$ cat config.mk
export PLATFORM = sky130hd
export DESIGN_NAME = comm_link_fifo
export DESIGN_NICKNAME = d
export VERILOG_FILES = /design/src/rtl/comm_link_fifo.sv
export SDC_FILE = /design/constraint.sdc
export NUM_CORES = 1
export LEC_CHECK = 0
export CORE_ASPECT_RATIO = 1.25
export CORE_MARGIN = 10
export CORE_UTILIZATION = 60
export DETAILED_ROUTE_END_ITERATION = 6
export HOLD_SLACK_MARGIN = 0.1
export PLACE_DENSITY = 0.92
export SYNTH_ARGS = -nofsm -noshare
export SYNTH_HDL_FRONTEND = slang
export SYNTH_SLANG_ARGS = --single-unit
$ cat constraint.sdc
create_clock -name clk -period 5.5 [get_ports clk]
set_clock_uncertainty 0.2 [all_clocks]
set_input_delay 0.55 -clock clk [delete_from_list [all_inputs] [get_ports clk]]
set_output_delay 0.55 -clock clk [all_outputs]
set_load 0.02 [all_outputs]
$ cat src/rtl/comm_link_fifo.sv
// comm_link_fifo: DEPTH-deep valid/ready link FIFO with one-cycle latency,
// full pass-through, synchronous flush, occupancy and stall monitoring.
`timescale 1ns/1ps

package comm_link_pkg;
  localparam int COMM_LINK_DATA_WIDTH = 32;
endpackage

module comm_link_fifo
  import comm_link_pkg::*;
#(
  parameter int DATA_WIDTH   = COMM_LINK_DATA_WIDTH,
  parameter int DEPTH        = 4,
  parameter int AFULL_THRESH = DEPTH - 1
) (
  input  logic                         clk,
  input  logic                         rst_n,
  input  logic                         tx_valid,
  output logic                         tx_ready,
  input  logic [DATA_WIDTH-1:0]        tx_data,
  output logic                         rx_valid,
  input  logic                         rx_ready,
  output logic [DATA_WIDTH-1:0]        rx_data,
  input  logic                         flush,
  output logic [$clog2(DEPTH+1)-1:0]   level,
  output logic                         almost_full,
  output logic [15:0]                  stall_cnt
);

  localparam int LVL_W = $clog2(DEPTH + 1);
  localparam int PTR_W = $clog2(DEPTH);
  localparam logic [LVL_W-1:0] FULL = LVL_W'(DEPTH);
  localparam logic [LVL_W-1:0] AF   = LVL_W'(AFULL_THRESH);
  localparam logic [PTR_W-1:0] LAST = PTR_W'(DEPTH - 1);

  logic [DATA_WIDTH-1:0] mem_q [DEPTH];
  logic [PTR_W-1:0]      wp_q, wp_d;
  logic [PTR_W-1:0]      rp_q, rp_d;
  logic [LVL_W-1:0]      cnt_q, cnt_d;
  logic [15:0]           stall_q, stall_d;
  logic                  push, pop;

  // rx_ready feeds tx_ready so a full FIFO can pass a word through
  assign tx_ready = !flush && ((cnt_q < FULL) || rx_ready);
  assign rx_valid = !flush && (cnt_q != '0);
  assign push     = tx_valid && tx_ready;
  assign pop      = rx_valid && rx_ready;

  assign rx_data     = mem_q[rp_q];
  assign level       = cnt_q;
  assign almost_full = (cnt_q >= AF);
  assign stall_cnt   = stall_q;

  always_comb begin
    wp_d    = wp_q;
    rp_d    = rp_q;
    cnt_d   = cnt_q;
    stall_d = stall_q;
    if (tx_valid && !tx_ready && (stall_q != 16'hFFFF))
      stall_d = stall_q + 16'd1;
    if (flush) begin
      wp_d  = '0;
      rp_d  = '0;
      cnt_d = '0;
    end else begin
      if (push)
        wp_d = (wp_q == LAST) ? '0 : wp_q + PTR_W'(1);
      if (pop)
        rp_d = (rp_q == LAST) ? '0 : rp_q + PTR_W'(1);
      unique case ({push, pop})
        2'b10:   cnt_d = cnt_q + LVL_W'(1);
        2'b01:   cnt_d = cnt_q - LVL_W'(1);
        default: cnt_d = cnt_q;
      endcase
    end
  end

  always_ff @(posedge clk or negedge rst_n) begin
    if (!rst_n) begin
      wp_q    <= '0;
      rp_q    <= '0;
      cnt_q   <= '0;
      stall_q <= '0;
      for (int i = 0; i < DEPTH; i++)
        mem_q[i] <= '0;
    end else begin
      wp_q    <= wp_d;
      rp_q    <= rp_d;
      cnt_q   <= cnt_d;
      stall_q <= stall_d;
      if (push)
        mem_q[wp_q] <= tx_data;
    end
  end

endmodule

==> impl_metrics.ini <==
[status]
outcome = completed

[timing]
tns_ps = 0
finalHoldViolations = 0
setup_viol = 0
min_period_over_period_pct = 66.07
finalMaxSlewViolations = 0
fmax_mhz = 275.2
max_slew.worst_pin.slew_ps = 931.7
min_period_ps = 3634
rsz0062_at_grt = no
slew_headroom_pct = 37.88

[cells_and_area]
final_nets = 564
area_growth_pct = 21.68
fin_util_pct = 75.58
drive_gt1_share_pct = 38.65

[power]
leakage_nw = 4.243
ir_drop_uv = 294.4
cellPowerDensity_nw_per_um2 = 563.4

[cts]
cts_max_level = 4
cts_post_setup_buffers_inserted = 0
clkSlewWorstSetupHoldPaths_ps = 60
cts_tree = yes
hold_buffers = 1
clock_latency_ps = 430
clockRootBuffer = clkbuf_16
cts-resized-gates = 0
cts.sinks = 151
clk_path_buf_depth = 2
numCtsBuffers = 17

[route]
drt_pass1_iterations = 4
post-route-drc-count = 0
vias_per_cell = 5.786
vias = 4021
wl_per_cell_um = 21.94
drt-initial-drc-count = 289
ant_nets = 0
routed_wl_um = 15250

[yosys]
synth.yosys.seq_area_share_pct = 51.88
synthesis.nets = 473
ys_types = 39
syn_inst = 430
ys_ff_latch = 151
synthAdderAreaFrac_pct = 1.134
synth_ff_type = dfrtp_1
avgSynthCellArea_sq_um = 16.94
syn_area_sq_um = 7283
async_flop_share_pct = 100.0
synthMuxAreaShare_pct = 36.61
synth_top_family_by_area = multiplexers
synth-warning-count = 0
synth_compound_area_share_pct = 0.7731
synth-xor-area-share_pct = 2.027
synth_edf_count = 0
synthSimpleGateAreaFrac_pct = 4.999

[die]
num_rows = 44
die_w_um = 118.5
initial_core_util_pct = 62.11
die_area_sq_um = 16970
io_pins = 91
die_h_um = 143.2
core_sq_um = 11730

[critical_path]
crit_fanout = 25
worstPathRequired_ps = 4750
setup.worst_path.end_class = output pin
crit_type = reg2out
critPathLaunchType = register
cp.arrival_ps = 2880

[place]
gp_congestion = 0.8257
dp_hpwl_um = 9566
io_buffer_count = 90

[grt]
grt-ovfl-total = 0
antenna_found_initial = 1
grt_pass1_vias = 4619
grt_first_pass_wirelength_um = 25380
grt_max_degree = 106
track_usage_pct = 18.69

[min_path]
hp-class = reg2reg

[flow_run]
cap_violations = 0
## through the flow
| stage | cells | area (sq um) | hold slack (ps) | setup slack (ps) | power, W |
|---|---|---|---|---|---|
| floorplan | 430 | 7283 | 54.41 | 2877 | 0.003112 |
| global placement | 662 | 8232 | 281.1 | 2282 | 0.003689 |
| detailed placement | 662 | 8232 | 289.5 | 2177 | 0.003780 |
| CTS | 694 | 8860 | 306.9 | 1785 | 0.005039 |
| global route | 694 | 8860 | 320.3 | 1673 | 0.005228 |
| finish | 695 | 8862 | 303.8 | 1866 | 0.004993 |
## report_power, final
part / total [W] / switching (W) / internal, W
clock: 0.00123 / 0.000460 / 0.000767
combinational: 0.00184 / 0.000662 / 0.00118
sequential: 0.00192 / 0.000347 / 0.00157
total: 0.00499 / 0.00147 / 0.00352
## kinds of logic after synthesis
family | count (synthesis)
and+or+nand+nor | 58
muxes | 165
xor gates and xnor gates | 16
DFF | 151
adders and majority gates | 6
AOI/OAI and AO/OA | 9
buffers and inverters | 25
## placed cells by master, fill, tap and decap left out, drive strengths merged, types with 2 or more instances in the layout
cell type	count
ha	5
and3	3
a21oi	2
nand2	14
bufinv	4
clkbuf	19
buf	3
and4	2
mux2i	2
nor4b	2
nor3	9
o21ai	3
nand3	5
nor4	5
mux2	131
mux4	32
clkdlybuf4s50	89
xor2	16
inv	5
clkinvlp	3
nor2	7
nand4	5
clkinv	4
dfrtp	151
## final timing paths
kind,start,cells after the start,to,slack [ps]
setup reg to reg,level[2]$_DFFE_PN0P_,7,level[2]$_DFFE_PN0P_,2890
hold / removal,stall_cnt[15]$_DFFE_PN0P_,1,stall_cnt[15]$_DFFE_PN0P_,300
min in group asynchronous,rst_n,2,mem_q[106]$_DFFE_PN0P_,610
hold reg to reg,stall_cnt[15]$_DFFE_PN0P_,1,stall_cnt[15]$_DFFE_PN0P_,300
max in group asynchronous,rst_n,3,rp_q[1]$_DFFE_PN0P_,3280
setup / recovery,rp_q[0]$_DFFE_PN0P_,3,rx_data[13],1870
## area by class of cell
class,instances,area [sq um]
antenna,1,2.502
clock buffer,19,442.9
clock inverter,12,175.2
fill,734,2864
inverter,4,15.01
multi-input combinational,254,3317
sequential,151,3781
tap,161,201.4
timing repair buffer,93,927.1
## critical path: stages (launching register included)
cell,delay (ps)
dfrtp_2,910
buf_4,390
mux4_2,570
clkdlybuf4s50_1,570
## metal layers
layer	up-vias	share of wire (%)	GRT usage (%)
li1	1778	-	-
met1	2134	42	22.46
met2	89	52	31.50
met3	20	4.9	5.404
met4	0	1.4	6.761
met5	-	0	0
## cell usage after synthesis, drive strengths merged, types with 2 or more instances
master,number,share of area (%)
nand2,14,1.1
nor2,7,0.36
nor3,9,0.77
mux2i,2,0.27
xor2,16,2.0
and3,3,0.26
and4,2,0.24
a21oi,2,0.14
inv,4,0.21
mux2,131,26
ha,5,0.86
dfrtp,151,52
mux4,32,9.9
buf,15,2.1
nor4,5,0.43
nor4b,2,0.45
nand4,5,0.43
clkbuf,6,0.31
o21ai,3,0.21
nand3,5,0.34
## flip-flops by register name (all words and copies together), names as in the netlist
name	count
wp_q	2
level	3
stall_cnt	16
mem_q	128
rp_q	2
Power figures use the tool's default switching activity.
